`config.mk`:
```
export PLATFORM = sky130hd
export DESIGN_NAME = response_arbiter
export DESIGN_NICKNAME = d
export VERILOG_FILES = /design/src/rtl/response_arbiter.sv
export SDC_FILE = /design/constraint.sdc
export NUM_CORES = 1
export LEC_CHECK = 0
export ABC_AREA = 1
export ABC_CLOCK_PERIOD_IN_PS = 1890
export CORE_AREA = 2 2 55 57
export CTS_BUF_LIST = sky130_fd_sc_hd__clkbuf_8 sky130_fd_sc_hd__clkbuf_16
export CTS_CLUSTER_DIAMETER = 150
export CTS_CLUSTER_SIZE = 30
export DETAILED_ROUTE_END_ITERATION = 8
export DIE_AREA = 0 0 57 59
export DONT_BUFFER_PORTS = 1
export PLACE_DENSITY = 0.79
export SYNTH_ARGS = -nofsm -noshare
export SYNTH_HDL_FRONTEND = slang
export SYNTH_SLANG_ARGS = --single-unit
```
`constraint.sdc`:
```
create_clock -name clk -period 1.89 [get_ports clk]
set_clock_uncertainty 0.2 [all_clocks]
set_input_delay 0.189 -clock clk [delete_from_list [all_inputs] [get_ports clk]]
set_output_delay 0.189 -clock clk [all_outputs]
set_load 0.01 [all_outputs]
```
`src/rtl/response_arbiter.sv`:
```
// response_arbiter: round-robin merge of ASC/STL response bytes into one UART byte stream.
// Define RESPONSE_ARBITER_TAG_EN to prefix every burst with a source tag byte ('a' / 's').
module response_arbiter #(
   parameter int MAX_BURST   = 64,
   parameter int IDLE_CYCLES = 16
) (
   input  logic       clk,
   input  logic       reset,
   input  logic       asc_valid,
   output logic       asc_ready,
   input  logic [7:0] asc_data,
   input  logic       stl_valid,
   output logic       stl_ready,
   input  logic [7:0] stl_data,
   output logic       out_valid,
   input  logic       out_ready,
   output logic [7:0] out_data,
   output logic [1:0] grant
);

`ifdef RESPONSE_ARBITER_TAG_EN
   typedef enum logic [1:0] {IDLE, TAG, PASS} state_t;
`else
   typedef enum logic [1:0] {IDLE, PASS} state_t;
`endif

   localparam logic [7:0] MAX_B  = 8'(MAX_BURST);
   localparam logic [7:0] IDLE_C = 8'(IDLE_CYCLES);

   state_t     state, state_nxt;
   logic       gnt_stl, gnt_stl_nxt;    // granted source, 1 = STL
   logic       last_stl, last_stl_nxt;  // source that owned the previous burst
   logic [7:0] byte_cnt, byte_cnt_nxt;
   logic [7:0] idle_cnt, idle_cnt_nxt;
   logic       loadable, load, src_valid, xfer;
   logic [7:0] src_data, load_data;

   assign loadable  = !out_valid || out_ready;
   assign src_valid = gnt_stl ? stl_valid : asc_valid;
   assign src_data  = gnt_stl ? stl_data : asc_data;

   always_comb begin
      state_nxt    = state;
      gnt_stl_nxt  = gnt_stl;
      last_stl_nxt = last_stl;
      byte_cnt_nxt = byte_cnt;
      idle_cnt_nxt = idle_cnt;
      load         = 1'b0;
      load_data    = src_data;
      xfer         = 1'b0;
      asc_ready    = 1'b0;
      stl_ready    = 1'b0;
      grant        = 2'b00;
      case (state)
         IDLE: begin
            if (asc_valid || stl_valid) begin
               // on a tie, the source that did not own the last burst wins
               gnt_stl_nxt  = (asc_valid && stl_valid) ? !last_stl : stl_valid;
               byte_cnt_nxt = '0;
               idle_cnt_nxt = '0;
`ifdef RESPONSE_ARBITER_TAG_EN
               state_nxt    = TAG;
`else
               state_nxt    = PASS;
`endif
            end
         end
`ifdef RESPONSE_ARBITER_TAG_EN
         TAG: begin
            grant = gnt_stl ? 2'b10 : 2'b01;
            if (loadable) begin
               load      = 1'b1;
               load_data = gnt_stl ? 8'h73 : 8'h61;
               state_nxt = PASS;
            end
         end
`endif
         PASS: begin
            grant     = gnt_stl ? 2'b10 : 2'b01;
            asc_ready = !gnt_stl && loadable;
            stl_ready = gnt_stl && loadable;
            xfer      = src_valid && loadable;
            load      = xfer;
            if (xfer) begin
               byte_cnt_nxt = byte_cnt + 8'd1;
               idle_cnt_nxt = '0;
            end else begin
               idle_cnt_nxt = idle_cnt + 8'd1;
            end
            // end test uses next counts so the final byte is still forwarded
            if (byte_cnt_nxt == MAX_B || idle_cnt_nxt == IDLE_C) begin
               state_nxt    = IDLE;
               last_stl_nxt = gnt_stl;
            end
         end
         default: state_nxt = IDLE;
      endcase
   end

   always_ff @(posedge clk) begin
      if (reset) begin
         state     <= IDLE;
         gnt_stl   <= 1'b0;
         last_stl  <= 1'b1;
         byte_cnt  <= '0;
         idle_cnt  <= '0;
         out_valid <= 1'b0;
         out_data  <= 8'h00;
      end else begin
         state    <= state_nxt;
         gnt_stl  <= gnt_stl_nxt;
         last_stl <= last_stl_nxt;
         byte_cnt <= byte_cnt_nxt;
         idle_cnt <= idle_cnt_nxt;
         if (loadable) begin
            out_valid <= load;
            if (load) out_data <= load_data;
         end
      end
   end

endmodule

```
==> results of run 1 <==
-- final cells by class --
cell class / instances / area, um^2 / area share (%)
inverter: 33 / 123.9 / 6.342
clock buffer: 4 / 55.05 / 2.819
tap: 31 / 38.79 / 1.986
timing repair buffer: 30 / 270.3 / 13.84
multi-input combinational: 180 / 899.6 / 46.06
sequential: 28 / 565.5 / 28.96
-- worst min path at each step --
stage | endpoint | startpoint | slack, ps | cells past startpoint
4_1_cts | gnt_stl$_SDFFE_PP0P_ | asc_valid | 6 | 3
3_5_place_dp | idle_cnt[3]$_SDFFE_PP0P_ | reset | 60 | 1
2_1_floorplan | out_data[0]$_SDFFE_PP0P_ | asc_data[0] | 150 | 2
3_3_place_gp | idle_cnt[2]$_SDFFE_PP0P_ | reset | 60 | 1
5_1_grt | gnt_stl$_SDFFE_PP0P_ | asc_valid | 20 | 3
6_report | gnt_stl$_SDFFE_PP0P_ | asc_valid | 7 | 3
-- per-stage QoR --
stage | TNS [ps] | setup slack [ps] | hold slack, ps
global route | -76.97 | -39.13 | 17.92
CTS | 0 | 35.27 | 6.137
finish | 0 | 98.19 | 7.362
global placement | 0 | 79.15 | 59.55
floorplan | 0 | 180.9 | 149.7
detailed placement | 0 | 17.85 | 62.19
-- sequential cells by signal, summed over array words and instances, names as in the netlist --
name	cells
last_stl	1
byte_cnt	8
gnt_stl	1
state	1
out_data	8
out_valid	1
idle_cnt	8
-- power by group --
| group | leakage (nW) | switching [W] | internal (W) |
|---|---|---|---|
| Sequential | 0.230 | 0.0000249 | 0.000613 |
| Clock | 0.0288 | 0.000191 | 0.000187 |
| Combinational | 0.567 | 0.000120 | 0.0000806 |
-- timing repair --
item	in CTS	in global routing
endpoints found under the setup margin	1	11
pin swaps	0	2
gates resized for setup	1	16
hold buffers	17	0
hold endpoints to repair	27	0
buffers inserted	0	1
-- routing by layer --
| metal | track usage, % | share of wire (%) |
|---|---|---|
| met5 | 0 | 0 |
| met4 | 10.63 | 1.7 |
| met3 | 4.148 | 7.4 |
| met2 | 40.72 | 50 |
| met1 | 32.60 | 41 |
-- cell families (layout without fill, tap and decap cells) --
| family | Yosys count | count (layout) | share of synthesized area, % |
|---|---|---|---|
| DFF | 28 | 28 | 35.30 |
| AOI/OAI and AO/OA | 45 | 45 | 15.76 |
| adders and majority gates | 2 | 2 | 1.576 |
| buffers and inverters | 42 | 67 | 10.72 |
| and+or+nand+nor | 133 | 133 | 36.64 |
-- critical path: cells and delay by family (launching register included) --
family / cells / cell delay (ps)
simple gates: 11 / 920
flops: 1 / 390
fa+ha+maj: 1 / 170
-- cell usage after synthesis, types with 2 or more instances --
| cell | number |
|---|---|
| inv_1 | 31 |
| nor3_1 | 2 |
| nand2_2 | 5 |
| buf_2 | 4 |
| nand2_1 | 77 |
| a21oi_1 | 16 |
| clkbuf_1 | 3 |
| nor2_1 | 18 |
| nand3_1 | 16 |
| nand4_1 | 12 |
| inv_2 | 2 |
| o22ai_1 | 3 |
| a31oi_1 | 8 |
| ha_1 | 2 |
| dfxtp_1 | 28 |
| o21ai_0 | 13 |
==> results.md, run 1 <==
* Status: finished, final reports clean
* Fill cell count at 215
* Vias in the first global route at 1,455
* Crit path largest cell delay at 390 ps
* Syn Inst Count at 250
* Syn_area_per_cell at 6.351 um^2
* Share of post-route cells with drive strength above 1 at 13.82%
* Setup crit end: state[0]$_SDFFE_PP0P_
* Leak pwr at 0.8259 nW
* TritonCTS Buffers at 3
* Area leader, netlist: dfxtp_1
* Core ar. at 0.002710 mm^2
* Detailed Place HPWL at 2541 um
* Synthesized Nets at 273
* Crit-path max FO at 4
* Die X at 57 um
* DRT Wirelength at 4444 um
* Tcrit/Tclk final at 94.80%
* First-pass GRT wire length at 6541 um
* Total vias in the final route at 1,767
* GR Overflow Total at 0
* Count of cell types in the netlist at 26
* Crit-path cells: ha_4 > nand2_1 > nor3_2 > nand2_1 > nand2_1 > nand2_1 > nor2_1 > nand3_1 > nand2_1 > nand2_1 > nand2_1 > nor2_1
* Clock H-tree levels at 1
* Placed cell areas at 0.001670 mm^2
* Final hold vios at 0
* Initial antenna violation count at 0
* All-Layer GR Usage at 24.85%
* Initial Util at 58.59%
* # IOs at 34
* Post-layout util at 72.07%
* CTS root buffer: clkbuf_8
* Count of max-cap constraint violations at 0
* Finished Cell Area at 0.001953 mm^2
* Crit. Startpoint: byte_cnt[0]$_SDFFE_PP0P_
* WL/cell at 14.52 um
* Register clock-pin slew on the reported worst setup and hold paths at 100 ps
* Crit Path Category: flop to flop
* Ys Warns at 0
* FF-to-FF End: state[0]$_SDFFE_PP0P_
* Clock Tree Buf Depth at 2
* CTS tree: built
* Minimum clock period at 1792 ps
* Synth top area cells: dfxtp_1 35%, nand2_1 18%, inv_1 7.3%
* Full die area at 0.003363 mm^2
* Final setup fails at 0
* DP Cell Count at 284
* CP max stage cell: dfxtp_1
* Slew headroom at 49.59%
* Slew @ Worst Pin at 756.1 ps
* Layout area overhead at 23.01%
* Slew Limit Fails at 0
* Rows at 19
* Chip height at 59 um
* Vias per cell at 5.775
* IO Port Bufs at 0
* Drt initial violations at 63
* FF-to-FF path depth at 12
* Gpl congestion at 0.9144
* R2R setup slack at 100 ps
* Post-synth top area share at 35.30%
* Worst setup SP type: flop
* Fmax at 0.5581 GHz
* Worst Path Required at 1860 ps
* Hold Crit Class: input port to flop
* Reg-to-Reg Start: byte_cnt[0]$_SDFFE_PP0P_
* CP arrival at 1770 ps
* Commonest cells after routing, fill and taps aside: 76 x nand2_1, 31 x inv_1, 24 x dfxtp_1
* Count of flip-flops with a built-in enable after synthesis at 0
* Maximum VDD drop at 0.0006847 V
* Post-synth ARST share at 0%
* Commonest non-fill, non-tap cell in the layout: nand2_1
* Power Density at 622.8 mW/mm^2
* Final #Nets at 299
* Most frequent CP cell: nand2_1
* Diodes inserted at 0
* Syn Std Cell Area at 0.001588 mm^2
* CP Capture Type: flop
* Prevailing post-synth register cell: dfxtp_1
* Post-synthesis register bit count at 28
* Total Power at 0.001216 W
* Final ANT Viol Nets at 0
* Non-filler instance count after layout at 306
* Sink Count at 28
* # DRC at 0
* First drt pass iteration count at 4
* Worst-Skew Late Latency at 270 ps
* Largest net degree at the start of global routing at 20
* Sequential area share after synthesis at 35.30%
Power figures use the tool's default switching activity.
==> inputs of run 2 (changes only) <==
- CAP_MARGIN: unset -> 0
- CORE_AREA: 2 2 55 57 -> 2 2 67 69
- CTS_CLUSTER_SIZE: 30 -> unset
- DIE_AREA: 0 0 57 59 -> 0 0 69 71
- PLACE_DENSITY: 0.79 -> 0.58
==> results.md, run 2 (synthesis results as in run 1) <==
* Status: finished, final reports clean
* FF-to-FF path depth at 14 (+2)
* Min-delay src: asc_valid
* Final #Nets at 308 (+3.0%)
* Slew @ Worst Pin at 768.8 ps (+12.68 ps)
* Core ar. at 0.004204 mm^2 (+55%)
* Gpl congestion at 0.8430 (-7.8%)
* Largest net degree at the start of global routing at 19 (-5.0%)
* Initial Util at 37.77% (-21 points)
* Leak pwr at 0.8632 nW (+4.5%)
* Crit Path Category: flop to flop
* Commonest non-fill, non-tap cell in the layout: nand2_1
* Crit-path max FO at 6 (+2)
* Commonest cells after routing, fill and taps aside: 71 x nand2_1, 31 x inv_1, 21 x dfxtp_1
* Slew Limit Fails at 0 (unchanged)
* Die X at 69 um (+21%)
* Total Power at 0.001174 W (-3.5%)
* Unrepaired setup endpoints after global routing: yes
* Worst setup SP type: flop
* Layout area overhead at 30.81%
* Register clock-pin slew on the reported worst setup and hold paths at 90 ps (about the same)
* First drt pass iteration count at 4 (unchanged)
* FF-to-FF End: last_stl$_SDFFE_PP1P_
* First-pass GRT wire length at 7189 um (+9.9%)
* Rows at 24 (+5)
* Final ANT Viol Nets at 0 (unchanged)
* Total vias in the final route at 1,733 (-1.9%)
* Initial antenna violation count at 0 (unchanged)
* Vias per cell at 5.173 (-10%)
* CP arrival at 1770 ps (about the same)
* Worst hold slack at 8.328 ps (+0.9664 ps)
* Power Density at 565.4 mW/mm^2 (-9.2%)
* Clock H-tree levels at 1 (unchanged)
* Chip height at 71 um (+20%)
* Diodes inserted at 0 (unchanged)
* WL/cell at 13.09 um (-9.9%)
* Min-Delay Endpoint: gnt_stl$_SDFFE_PP0P_
* Final setup fails at 0 (unchanged)
* CP Capture Type: flop
* Slew headroom at 48.58% (-1.0 points)
* All-Layer GR Usage at 17.95% (-6.9 points)
* # DRC at 0 (unchanged)
* Worst-Skew Late Latency at 270 ps (about the same)
* Detailed Place HPWL at 2710 um (+6.6%)
* Full die area at 0.004899 mm^2 (+46%)
* # IOs at 34 (unchanged)
* CTS tree: built
* Tcrit/Tclk final at 95.27% (+0.47 points)
* TritonCTS Buffers at 3 (unchanged)
* DRT Wirelength at 4384 um (-1.4%)
* Reg-to-Reg Start: gnt_stl$_SDFFE_PP0P_
* Hold path cells at 3 (unchanged)
* Clock Tree Buf Depth at 2 (unchanged)
* Largest registers: byte_cnt x8, idle_cnt x8, out_data x8
* Hold Crit Class: input port to flop
* Count of max-cap constraint violations at 0 (unchanged)
* Placed cell areas at 0.001734 mm^2 (+3.8%)
* Share of post-route cells with drive strength above 1 at 19.79% (+6.0 points)
* IO Port Bufs at 0 (unchanged)
* CTS root buffer: clkbuf_8
* Final hold vios at 0 (unchanged)
* Drt initial violations at 110 (+75%)
* Maximum VDD drop at 0.0004770 V (-30%)
* Sink Count at 28 (unchanged)
* R2R setup slack at 90 ps (about the same)
* Vias in the first global route at 1,600 (+10%)
* GR Overflow Total at 0 (unchanged)
* Finished Cell Area at 0.002077 mm^2 (+6.3%)
* Minimum clock period at 1801 ps (+8.865 ps)
* Worst Path Required at 1860 ps (about the same)
* Fmax at 0.5553 GHz (-0.49%)
[run 2: per-layer routing]
metal  wire (um)  global-route usage, %
met4          41                  5.229
met5           0                      0
met1        2048                  24.03
met3         133                  2.991
met2        2161                  29.91
[run 2: worst max-delay path, stage by stage, from the launching register on]
cell	delay (ps)
dfxtp_2	350
buf_6	120
nand2_4	60
nand2_2	50
nor2_2	140
buf_6	130
nand2_2	50
nand2_2	80
nand2_2	50
nor2_2	110
nand3_1	70
nand2_1	80
nand2_1	70
nand2_1	70
nand2_1	50
[run 2: worst max-delay path by stage]
stage / start / end / cells past startpoint
finish: gnt_stl$_SDFFE_PP0P_ / last_stl$_SDFFE_PP1P_ / 14
global route: gnt_stl$_SDFFE_PP0P_ / last_stl$_SDFFE_PP1P_ / 14
CTS: gnt_stl$_SDFFE_PP0P_ / last_stl$_SDFFE_PP1P_ / 14
detailed placement: gnt_stl$_SDFFE_PP0P_ / last_stl$_SDFFE_PP1P_ / 14
global placement: gnt_stl$_SDFFE_PP0P_ / state[0]$_SDFFE_PP0P_ / 14
floorplan: byte_cnt[0]$_SDFFE_PP0P_ / last_stl$_SDFFE_PP1P_ / 12
[run 2: power by group]
part	switching [W]	leakage [nW]	internal, W
Sequential	0.0000250	0.231	0.000613
Clock	0.000182	0.0216	0.000143
Combinational	0.000118	0.610	0.0000933
Total	0.000325	0.863	0.000849
[run 2: final cells by class]
type,count,area (um^2)
Tap cell,52,65.06
Inverter,33,123.9
Multi-Input combinational cell,180,929.6
Sequential cell,28,571.8
Timing Repair Buffer,39,345.3
Clock buffer,3,41.29
Fill cell,441,2127
[run 2: repair_timing]
action	CTS	global route
setup endpoints to repair	0	10
hold endpoints to repair	27	0
setup buffers	0	4
hold buffers	18	0
gates resized for setup	0	29
[run 2: through the flow]
stage                     util [%]  std cells  setup WS, ps  setup TNS, ps
after CTS                    46.52        331         28.89              0
after detailed placement     41.25        310         51.75              0
after global routing         49.40        335        -55.56         -99.62
after global placement       41.25        310         49.84              0
final                        49.40        335         89.32              0
after floorplan                  -        250         180.9              0
